File: config.mk
export PLATFORM = sky130hd
export DESIGN_NAME = dbus_periph_router
export DESIGN_NICKNAME = d
export VERILOG_FILES = /design/src/rtl/dbus_periph_router.sv
export SDC_FILE = /design/constraint.sdc
export NUM_CORES = 1
export LEC_CHECK = 0
export ABC_AREA = 1
export CORE_ASPECT_RATIO = 1.4
export CORE_MARGIN = 10
export CORE_UTILIZATION = 36
export DETAILED_ROUTE_END_ITERATION = 10
export HOLD_SLACK_MARGIN = 0.15
export PLACE_DENSITY = 0.82
export SLEW_MARGIN = 20
export SYNTH_ARGS = -nofsm -noshare
export SYNTH_HDL_FRONTEND = slang
export SYNTH_SLANG_ARGS = --single-unit
File: constraint.sdc
create_clock -name clk -period 2.2 [get_ports clk]
set_clock_uncertainty 0.15 [all_clocks]
set_input_delay 0.66 -clock clk [delete_from_list [all_inputs] [get_ports clk]]
set_output_delay 0.66 -clock clk [all_outputs]
set_load 0.02 [all_outputs]
File: src/rtl/dbus_periph_router.sv
// Routes LSU data-bus requests to boot memory, UART or CLINT and returns ack/rdata.
// Unmapped addresses and unresponsive slaves are closed with an error ack.
module dbus_periph_router #(
   parameter logic [31:0] BMEM_BASE      = 32'h0001_0000,
   parameter logic [31:0] BMEM_MASK      = 32'hFFFF_0000,
   parameter logic [31:0] UART_BASE      = 32'h9000_0000,
   parameter logic [31:0] UART_MASK      = 32'hFFFF_FF00,
   parameter logic [31:0] CLINT_BASE     = 32'h0200_0000,
   parameter logic [31:0] CLINT_MASK     = 32'hFFFF_0000,
   parameter int unsigned TIMEOUT_CYCLES = 255
) (
   input  logic        clk,
   input  logic        rst_n,
   input  logic        lsu_req_i,
   input  logic [31:0] lsu_addr_i,
   input  logic [31:0] lsu_wdata_i,
   input  logic        lsu_wen_i,
   input  logic [3:0]  lsu_sel_i,
   output logic [31:0] lsu_rdata_o,
   output logic        lsu_ack_o,
   output logic        lsu_err_o,
   output logic [31:0] tgt_addr_o,
   output logic [31:0] tgt_wdata_o,
   output logic        tgt_wen_o,
   output logic [3:0]  tgt_bsel_o,
   output logic [2:0]  tgt_sel_o,
   output logic [2:0]  tgt_req_o,
   input  logic [31:0] tgt_rdata0_i,
   input  logic [31:0] tgt_rdata1_i,
   input  logic [31:0] tgt_rdata2_i,
   input  logic [2:0]  tgt_ack_i
);

   localparam logic [1:0] ST_IDLE = 2'd0;
   localparam logic [1:0] ST_BUSY = 2'd1;
   localparam logic [1:0] ST_ERR  = 2'd2;

   localparam int unsigned CNT_W = (TIMEOUT_CYCLES > 2) ? $clog2(TIMEOUT_CYCLES) : 1;
   localparam logic [CNT_W-1:0] CNT_LAST = CNT_W'(TIMEOUT_CYCLES - 1);

   logic [1:0]       state_q, state_d;
   logic [31:0]      addr_q, addr_d;
   logic [31:0]      wdata_q, wdata_d;
   logic             wen_q, wen_d;
   logic [3:0]       bsel_q, bsel_d;
   logic [2:0]       sel_q, sel_d;
   logic [CNT_W-1:0] cnt_q, cnt_d;
   logic [2:0]       dec_sel;
   logic             sel_ack;
   logic             in_busy;

   // Fixed priority decode: bmem > uart > clint; all-zero means unmapped.
   always_comb begin
      dec_sel = 3'b000;
      if ((lsu_addr_i & BMEM_MASK) == BMEM_BASE)        dec_sel = 3'b001;
      else if ((lsu_addr_i & UART_MASK) == UART_BASE)   dec_sel = 3'b010;
      else if ((lsu_addr_i & CLINT_MASK) == CLINT_BASE) dec_sel = 3'b100;
   end

   assign in_busy = (state_q == ST_BUSY);
   assign sel_ack = |(sel_q & tgt_ack_i);

   always_comb begin
      state_d = state_q;
      addr_d  = addr_q;
      wdata_d = wdata_q;
      wen_d   = wen_q;
      bsel_d  = bsel_q;
      sel_d   = sel_q;
      cnt_d   = cnt_q;
      case (state_q)
         ST_IDLE: begin
            if (lsu_req_i) begin
               addr_d  = lsu_addr_i;
               wdata_d = lsu_wdata_i;
               wen_d   = lsu_wen_i;
               bsel_d  = lsu_sel_i;
               sel_d   = dec_sel;
               cnt_d   = '0;
               state_d = (dec_sel != 3'b000) ? ST_BUSY : ST_ERR;
            end
         end
         ST_BUSY: begin
            // A selected ack in the final timeout cycle still completes normally.
            if (sel_ack) begin
               sel_d   = 3'b000;
               state_d = ST_IDLE;
            end else if (cnt_q == CNT_LAST) begin
               sel_d   = 3'b000;
               state_d = ST_ERR;
            end else begin
               cnt_d = cnt_q + 1'b1;
            end
         end
         ST_ERR: begin
            state_d = ST_IDLE;
         end
         default: begin
            sel_d   = 3'b000;
            state_d = ST_IDLE;
         end
      endcase
   end

   always_ff @(posedge clk or negedge rst_n) begin
      if (!rst_n) begin
         state_q <= ST_IDLE;
         addr_q  <= '0;
         wdata_q <= '0;
         wen_q   <= 1'b0;
         bsel_q  <= '0;
         sel_q   <= '0;
         cnt_q   <= '0;
      end else begin
         state_q <= state_d;
         addr_q  <= addr_d;
         wdata_q <= wdata_d;
         wen_q   <= wen_d;
         bsel_q  <= bsel_d;
         sel_q   <= sel_d;
         cnt_q   <= cnt_d;
      end
   end

   assign tgt_addr_o  = addr_q;
   assign tgt_wdata_o = wdata_q;
   assign tgt_wen_o   = wen_q;
   assign tgt_bsel_o  = bsel_q;
   assign tgt_sel_o   = sel_q;

   // Request drops in the ack cycle so the slave never sees a repeated request.
   assign tgt_req_o = in_busy ? (sel_q & ~tgt_ack_i) : 3'b000;
   assign lsu_ack_o = (in_busy && sel_ack) || (state_q == ST_ERR);
   assign lsu_err_o = (state_q == ST_ERR);

   always_comb begin
      lsu_rdata_o = '0;
      if (in_busy && sel_ack) begin
         lsu_rdata_o = ({32{sel_q[0]}} & tgt_rdata0_i)
                     | ({32{sel_q[1]}} & tgt_rdata1_i)
                     | ({32{sel_q[2]}} & tgt_rdata2_i);
      end
   end

endmodule

==> results of run 1 <==
-- Yosys cell counts (all sizes together) --
library cell / instances / area, µm²
ha: 2 / 25.0
a21oi: 1 / 5.00
nand3: 10 / 50.1
o21bai: 1 / 7.51
nand2: 350 / 1320
o21ai: 11 / 66.3
nor3: 2 / 15.0
buf: 10 / 50.1
a31oi: 32 / 200
dfrtp: 82 / 2050
xor2: 4 / 35.0
clkbuf: 20 / 75.1
nand4: 5 / 31.3
nor2: 32 / 120
inv: 15 / 58.8
-- repair_timing --
action	4_1_cts	5_1_grt
resized for setup	247	71
pin swaps	9	5
setup endpoints to repair	38	38
setup buffers	9	2
hold buffers	1	0
gates cloned	4	0
hold endpoints to repair	16	0
-- metal layers --
| metal | share of wire (%) | wire [µm] | vias to the layer above | track usage [%] |
|---|---|---|---|---|
| li1 | - | - | 2415 | - |
| met1 | 34 | 7290 | 2393 | 24.6 |
| met2 | 49 | 10500 | 296 | 38.8 |
| met3 | 12 | 2670 | 61 | 10.1 |
| met4 | 4.0 | 862 | 6 | 9.73 |
| met5 | 0.21 | 45 | - | 0 |
-- kinds of logic after synthesis --
group                    after synthesis  synth area share (%)
AO/OA/AOI/OAI                         45                  6.79
XOR/XNOR                               4                 0.853
adder cells (fa/ha/maj)                2                 0.609
buffers and inverters                 45                  4.48
flip-flops                            82                  50.0
AND/OR/NAND/NOR                      399                  37.3
-- through the flow --
stage	util (%)	hold WS (ns)	std cells
floorplan	-	0.214	577
finish	72.1	0.324	1031
detailed placement	64.0	0.315	998
global route	72.1	0.351	1029
CTS	68.5	0.331	1028
global placement	64.0	0.311	998
-- worst min-delay path: stages, from the launching register on --
cell and delay [ns]:
dfrtp_1 0.34, nand2_1 0.05, nand2_1 0.05
-- flip-flops by register name, indices dropped and copies added, names as in the netlist --
signal       count
tgt_addr_o      32
tgt_wdata_o     32
cnt_q            8
tgt_bsel_o       4
tgt_sel_o        3
state_q          2
tgt_wen_o        1
-- layout make-up --
class,count,area [µm²],area share (%)
Multi-Input combinational cell,450,2300,28.3
Sequential cell,82,2050,25.2
Tap cell,144,180,2.21
Antenna cell,3,7.51,0.0923
Clock inverter,6,65.1,0.800
Timing Repair Buffer,321,3240,39.9
Inverter,15,58.8,0.723
Clock buffer,10,229,2.81
-- worst paths after layout --
kind,startpoint,to,slack (ns),depth (start not counted)
setup / recovery,tgt_sel_o[1]$_DFFE_PN0P_,lsu_rdata_o[25],-0.29,7
hold / removal,tgt_wdata_o[4]$_DFFE_PN0P_,tgt_wdata_o[4]$_DFFE_PN0P_,0.32,2
setup reg to reg,tgt_sel_o[1]$_DFFE_PN0P_,cnt_q[1]$_DFFE_PN0P_,0.44,10
hold reg to reg,tgt_wdata_o[4]$_DFFE_PN0P_,tgt_wdata_o[4]$_DFFE_PN0P_,0.32,2
max in group asynchronous,rst_n,tgt_wdata_o[6]$_DFFE_PN0P_,0.80,3
min in group asynchronous,rst_n,cnt_q[4]$_DFFE_PN0P_,0.62,2
-- report_power, final --
group          total [mW]  internal [mW]  switching, mW
logic                3.70           1.73           1.97
registers            2.50           2.15          0.350
clock network        1.49          0.881          0.609
total                7.70           4.77           2.93
==> qor.yml, run 1 <==
status: "finished, violations left"
violations: "setup timing"
critPathArrivalTime_ns: 1.68
die_area_mm2: 0.0161
clockBufferDepth: 2
routabilityCongestion: 0.999
syn_to_final_growth_pct: 98.1
power_leakage_nw: 3.59
drt-pass1-iter-count: 5
crit_type: "flop to primary output"
vias_per_cell: 5.02
start_util_pct: 36.4
final_common_cell: "nand2_1"
crit_fanout: 8
port_buffers: 279
finalSetupViolations: 36
yosysWarningCount: 0
grt_pass1_wl_um: 28900
slew_viol_final: 0
power.total_mw: 7.70
synth_area_mm2: 0.00411
crit_slowest_cell: "dfrtp_1"
syn_nets: 750
clock_latency_ns: 0.33
postSynthCellCount: 577
ant_nets: 0
track_usage_pct: 23.2
die_w_um: 110
wl_per_cell_um: 20.7
start_kind: "flop"
dp_slack_ns: -0.984
grt_pass1_vias: 5087
power.density_mw_per_mm2: 946
max_stage_delay_ns: 0.43
crit_family: "buffers and inverters"
nFillCells: 781
syn_avg_cell_area_um2: 7.12
rsz0062_at_grt: "yes"
end_kind: "primary output"
ys_seq_area_share_pct: 50.0
fin_crit_sh_pct: 113
hpwl_um: 15000
crit_chain: "nand2_2 > nand3_4 > nand2_4 > buf_12 > buf_16 > a31oi_2 > buf_4"
required_ns: 1.39
grt_antenna_before_repair: 7
setup-tns-final_ns: -7.64
worstMarginPinSlew_ns: 0.330
clk_pin_slew_ns: 0.06
gr-total-overflow: 0
worst_slack_ns: -0.285
slew_headroom_pct: 77.9
peakVddDrop_v: 0.000807
placed_cell_area_mm2: 0.00722
wl_um: 21300
drive_above_1_share_pct: 17.4
grt_start_max_net_pins: 50
die_h_um: 146
finalHoldViolCount: 0
core.rowCount: 46
hp-class: "flop to flop"
layout_common_cells: "nand2_1, clkdlybuf4s50_1, dfrtp_1"
cts_buffers: 9
clock-sinks: 82
ys_seq_elements: 82
synth_cell_types: 21
htree_levels: 3
fmaxAchievable_ghz: 0.402
nets: 1052
period_needed_ns: 2.49
core_area_mm2: 0.0113
drc: 0
cts_tree: "yes"
worst-path-buf-inv: 3
vias: 5171
maxCapViolCount: 0
design_area_mm2: 0.00814
drt-initial-drc-count: 309
clock-root-buffer: "clkbuf_16"
io_pins: 280
Power figures use the tool's default switching activity.
==> run 2: changes to the inputs <==
CAP_MARGIN = 20   (was not set)
RECOVER_POWER = 100   (was not set)
==> run 2 against run 1 <==
The run still ends with setup timing left; worst hold slack got worse by 0.00057 ns; sequential share of layout area increased by 0.21 points; die area did not move; critical path depth did not move; non-clock buffer count unchanged; cell area down 0.81%; critical endpoint is now lsu_rdata_o[11]; clock power is essentially flat; clock-buffer cell count is the same; flip-flop and latch count is the same; cell count is essentially flat.
==> qor.yml, run 2 (synthesis results as in run 1) <==
ant_nets: 0  # unchanged
cts_tree: "yes"
die_area_mm2: 0.0161  # unchanged
critPathArrivalTime_ns: 1.69  # about the same
grt_pass1_vias: 5087  # unchanged
slew_viol_final: 0  # unchanged
drt-pass1-iter-count: 5  # unchanged
wl_um: 21300  # -0.19%
vias: 5143  # -0.54%
start_util_pct: 36.4  # unchanged
hold-worst-slack_ns: 0.323  # -0.000570 ns
track_usage_pct: 23.2  # unchanged
max_stage_delay_ns: 0.42  # about the same
period_needed_ns: 2.50  # +0.0127 ns
layout_common_cells: "nand2_1, clkdlybuf4s50_1, dfrtp_1"
rsz0062_at_grt: "yes"
grt_pass1_wl_um: 28900  # unchanged
gr-total-overflow: 0  # unchanged
crit_slowest_cell: "dfrtp_1"
hp-class: "flop to flop"
grt_start_max_net_pins: 50  # unchanged
start_kind: "flop"
crit_fanout: 8  # unchanged
core_area_mm2: 0.0113  # unchanged
finalSetupViolations: 36  # unchanged
cts_buffers: 9  # unchanged
peakVddDrop_v: 0.000808  # about the same
nets: 1052  # unchanged
crit_type: "flop to primary output"
power.total_mw: 7.64  # -0.76%
hpwl_um: 15000  # unchanged
die_w_um: 110  # unchanged
fin_crit_sh_pct: 114  # +0.58 points
syn_to_final_growth_pct: 96.5
worstMarginPinSlew_ns: 0.574  # +0.244 ns
status: "finished, violations left"
grt_antenna_before_repair: 7  # unchanged
power_leakage_nw: 3.56  # -0.89%
wl_per_cell_um: 20.6  # -0.29%
drt-initial-drc-count: 359  # +16%
crit_chain: "nand2_2 > nand3_4 > nand2_4 > buf_12 > buf_16 > a31oi_4 > buf_6"
clock-sinks: 82  # unchanged
vias_per_cell: 4.98  # -0.64%
maxCapViolCount: 0  # unchanged
clock_latency_ns: 0.33  # about the same
clk_pin_slew_ns: 0.06  # about the same
slew_headroom_pct: 61.7  # -16 points
clockBufferDepth: 2  # unchanged
routabilityCongestion: 0.999  # unchanged
power.density_mw_per_mm2: 946  # about the same
drc: 0  # unchanged
port_buffers: 279  # unchanged
required_ns: 1.39  # about the same
violations: "setup timing"
core.rowCount: 46  # unchanged
final_common_cell: "nand2_1"
finalHoldViolCount: 0  # unchanged
end_kind: "primary output"
io_pins: 280  # unchanged
htree_levels: 3  # unchanged
drive_above_1_share_pct: 16.9  # -0.57 points
fmaxAchievable_ghz: 0.400  # -0.51%
clock-root-buffer: "clkbuf_16"
die_h_um: 146  # unchanged
worst_slack_ns: -0.298  # -0.0127 ns
[run 2: worst paths after layout]
path,end,from,cells past startpoint,slack [ns]
min in group asynchronous,cnt_q[4]$_DFFE_PN0P_,rst_n,2,0.70
max in group asynchronous,tgt_wdata_o[9]$_DFFE_PN0P_,rst_n,3,0.32
worst max-delay path,lsu_rdata_o[11],tgt_sel_o[1]$_DFFE_PN0P_,7,-0.30
worst max register to register,cnt_q[5]$_DFFE_PN0P_,cnt_q[0]$_DFFE_PN0P_,9,0.16
worst min register to register,tgt_wdata_o[4]$_DFFE_PN0P_,tgt_wdata_o[4]$_DFFE_PN0P_,2,0.32
worst min-delay path,tgt_wdata_o[4]$_DFFE_PN0P_,tgt_wdata_o[4]$_DFFE_PN0P_,2,0.32
[run 2: cell type report]
| type | instances | area [µm²] |
|---|---|---|
| inverter | 15 | 57.6 |
| clock buffer | 10 | 229 |
| clock inverter | 6 | 65.1 |
| fill | 796 | 3210 |
| multi-input combinational | 450 | 2290 |
| sequential | 82 | 2050 |
| antenna | 4 | 10.0 |
| timing repair buffer | 321 | 3190 |
| tap | 144 | 180 |
[run 2: repair_timing]
| item | in CTS | in global routing |
|---|---|---|
| setup buffers | 9 | 2 |
| hold buffers | 1 | 0 |
| resized for setup | 247 | 71 |
| endpoints found under the hold margin | 16 | 0 |
| gates cloned | 4 | 0 |
| pin swaps | 9 | 5 |
| endpoints found under the setup margin | 38 | 38 |
[run 2: through the flow]
stage	TNS, ns	area (µm²)	worst slack, ns	std cells	utilization [%]
after floorplan	-1.59	4110	-0.0551	577	-
after global placement	-31.60	7220	-0.962	998	64.0
after detailed placement	-31.99	7220	-0.984	998	64.0
after CTS	-5.86	7720	-0.198	1028	68.5
after global routing	-10.33	8060	-0.354	1029	71.5
final	-8.01	8070	-0.298	1032	71.6
[run 2: critical path: cells and delay by family (launching register included)]
| kind | cells | cell delay, ns |
|---|---|---|
| buffers and inverters | 3 | 0.44 |
| flip-flops | 1 | 0.42 |
| AND/OR/NAND/NOR | 3 | 0.28 |
| AO/OA/AOI/OAI | 1 | 0.19 |
[run 2: power breakdown]
| part | switching (mW) | internal, mW | total [mW] |
|---|---|---|---|
| clock network | 0.606 | 0.881 | 1.49 |
| registers | 0.349 | 2.15 | 2.50 |
| logic | 1.96 | 1.69 | 3.65 |
[run 2: layer usage]
metal,track usage [%],wire length [µm]
met5,0,27
met4,9.73,903
met3,10.1,2550
met2,38.8,10400
met1,24.6,7410
==> run 3: changes to the inputs <==
ABC_AREA = not set   (was 1)
CORE_UTILIZATION = 35   (was 36)
PLACE_DENSITY = 0.81   (was 0.82)
SLEW_MARGIN = 25   (was 20)
==> run 3 against run 2 <==
The flow still finishes with violations (setup timing); synthesized area fell by 4.7%; sequential share of layout area fell by 0.10 points; synthesized cell count fell by 19%; register-to-register slack got worse by 0.25 ns; clock-buffer cell count rose by 4; largest power group is now registers; worst hold slack got worse by 0.0052 ns.
==> qor.yml, run 3 <==
required_ns: 1.39  # about the same
setup-tns-final_ns: -17.30  # -9.29 ns
synth_most_common_cell: "nand2_1"
grt_start_max_net_pins: 52  # +4.0%
placed_cell_area_mm2: 0.00734  # +1.7%
wl_per_cell_um: 21.9  # +6.3%
yosysWarningCount: 0  # unchanged
wl_um: 20700  # -2.9%
drc: 0  # unchanged
core_area_mm2: 0.0109  # -3.2%
layout_common_cells: "clkdlybuf4s50_1, nand2_1, dfrtp_1"
cp.depth: 8  # +1
peakVddDrop_v: 0.000540  # -33%
syn_avg_cell_area_um2: 8.40  # +18%
track_usage_pct: 24.5  # +1.2 points
fmaxAchievable_ghz: 0.363  # -9.3%
ff2ff_path_depth: 7  # -2
worst-path-buf-inv: 5  # +2
violations: "setup timing"
die_area_mm2: 0.0159  # -1.7%
cts_buffers: 9  # unchanged
crit_type: "primary input to primary output"
ys_seq_area_share_pct: 52.4  # +2.5 points
drive_above_1_share_pct: 21.6  # +4.7 points
ys_seq_elements: 82  # unchanged
vias_per_cell: 5.29  # +6.1%
r2r_start: "tgt_sel_o[1]$_DFFE_PN0P_"
async_flop_share_pct: 100  # unchanged
ant_nets: 0  # unchanged
synth_cell_types: 37  # +76%
grt_pass1_vias: 5002  # -1.7%
nets: 965  # -8.3%
slew_viol_final: 0  # unchanged
crit_fanout: 5  # -3
synth_compound_area_share_pct: 12.9  # +6.1 points
synth_ff_type: "dfrtp_1"
htree_levels: 3  # unchanged
die_w_um: 109  # -0.83%
vias: 4987  # -3.0%
crit_chain: "buf_6 > a222oi_1 > nand2b_4 > buf_12 > buf_12 > buf_16 > nor2_4 > buf_6"
status: "finished, violations left"
maxCapViolCount: 0  # unchanged
worstMarginPinSlew_ns: 0.747  # +0.173 ns
io_pins: 280  # unchanged
dp_slack_ns: -1.16  # -0.173 ns
period_needed_ns: 2.75  # +0.256 ns
postSynthCellCount: 466  # -19%
cp-startpoint: "tgt_ack_i[1]"
slew_headroom_pct: 50.2  # -12 points
synth_area_leaders: "dfrtp_1, nand2_1, a222oi_1"
port_buffers: 279  # unchanged
yosys-mux-area-fraction_pct: 0.288  # +0.29 points
hold_depth: 2  # unchanged
power.density_mw_per_mm2: 558  # -41%
synth_top_family_by_area: "simple AND/OR/NAND/NOR gates"
synth_edf_count: 0  # unchanged
clock-root-buffer: "clkbuf_16"
syn_nets: 639  # -15%
crit_slowest_cell: "a222oi_1"
routabilityCongestion: 0.920  # -7.9%
clk_pin_slew_ns: 0.05  # about the same
cts_tree: "yes"
critPathArrivalTime_ns: 1.94  # +0.25 ns
dp_cells: 909  # -8.9%
hp-class: "flop to flop"
final_cell_count_no_fill: 943  # -8.6%
crit_family: "buffers and inverters"
fin_crit_sh_pct: 125  # +12 points
design_area_mm2: 0.00810  # +0.34%
die_h_um: 145  # -0.87%
synthAdderAreaFrac_pct: 0.639  # +0.030 points
finalSetupViolations: 40  # +11%
netlist.area_leader.share_pct: 52.4  # +2.5 points
drt-pass1-iter-count: 6  # +1
synth-simple-area-share_pct: 30.1  # -7.2 points
end_kind: "primary output"
start_kind: "primary input"
worst_slack_ns: -0.554  # -0.256 ns
clock_latency_ns: 0.34  # about the same
syn_to_final_growth_pct: 107
rsz0062_at_grt: "yes"
synth_area_mm2: 0.00391  # -4.7%
grt_antenna_before_repair: 5  # -2
start_util_pct: 35.8  # -0.58 points
hpwl_um: 16200  # +7.8%
synth_xor_area_share_pct: 0  # -0.85 points
clockBufferDepth: 2  # unchanged
min_from: "tgt_wdata_o[20]$_DFFE_PN0P_"
gr-total-overflow: 0  # unchanged
synth_commonest_cells: "nand2_1, dfrtp_1, nor2_1, a222oi_1, clkbuf_1"
yosysTopAreaCell: "dfrtp_1"
max_stage_delay_ns: 0.40  # -0.02 ns
power_leakage_nw: 3.59  # +1.1%
finalHoldViolCount: 0  # unchanged
final_common_cell: "clkdlybuf4s50_1"
drt-initial-drc-count: 522  # +45%
core.rowCount: 45  # -2.2%
grt_pass1_wl_um: 29700  # +2.8%
clock-sinks: 82  # unchanged
## run 3: cell count changes after synthesis, sizes merged, moves of 6 or more
cell,change
a31oi,-32
inv,-13
o21ai,-6
nand2,-138
a222oi,+33
nor2,+7
clkbuf,+8
## run 3: path summary, 6_finish.rpt
| path | to | slack [ns] |
|---|---|---|
| worst max-delay path | lsu_rdata_o[28] | -0.55 |
| worst min-delay path | tgt_wdata_o[20]$_DFFE_PN0P_ | 0.32 |
| worst max register to register | cnt_q[3]$_DFFE_PN0P_ | -0.09 |
| worst min register to register | tgt_wdata_o[20]$_DFFE_PN0P_ | 0.32 |
| max in group asynchronous | tgt_wdata_o[13]$_DFFE_PN0P_ | 0.17 |
| min in group asynchronous | tgt_addr_o[30]$_DFFE_PN0P_ | 0.80 |
## run 3: routing by layer
| layer | GRT usage (%) | part of all wire, % | vias up |
|---|---|---|---|
| li1 | - | - | 2261 |
| met1 | 26.3 | 35 | 2392 |
| met2 | 41.2 | 49 | 298 |
| met3 | 10.6 | 14 | 34 |
| met4 | 8.81 | 2.5 | 2 |
| met5 | 0 | 0.063 | - |
## run 3: cell type report
cell class / instances / area, µm²
Antenna cell: 5 / 12.5
Clock buffer: 14 / 264
Clock inverter: 2 / 35.0
Fill cell: 792 / 2820
Inverter: 2 / 7.51
Multi-Input combinational cell: 349 / 2070
Sequential cell: 82 / 2050
Tap cell: 141 / 176
Timing Repair Buffer: 348 / 3480
## run 3: metrics by stage
stage	total power [mW]	util, %	hold WS, ns
floorplan	2.20	-	0.214
global placement	3.02	67.2	0.306
detailed placement	3.05	67.2	0.311
CTS	4.57	74.3	0.326
global route	4.72	74.1	0.347
finish	4.52	74.1	0.318
## run 3: tightest hold or removal path, stage by stage (launching register included)
cell and delay (ns):
dfrtp_1 0.34, nand2_1 0.05, nand2_1 0.05
## run 3: repair_timing
item                                   4_1_cts  5_1_grt
endpoints found under the hold margin       26        0
cloned                                       4        0
resized for setup                          280       16
setup endpoints to repair                   52       45
pin swaps                                   39        7
setup buffers                               16        1
hold buffers                                 1        0
## run 3: kinds of logic after synthesis
group,Yosys count
multiplexers,1
AND/OR/NAND/NOR,287
adder cells (fa/ha/maj),2
flip-flops,82
AO/OA/AOI/OAI,59
buffers and inverters,35
## run 3: power breakdown
group | switching (mW) | internal (mW) | total [mW] | leakage (nW)
combinational | 0.599 | 0.653 | 1.25 | 2.42
clock | 0.567 | 0.940 | 1.51 | 0.147
sequential | 0.0884 | 1.68 | 1.76 | 1.03
total | 1.25 | 3.27 | 4.52 | 3.59
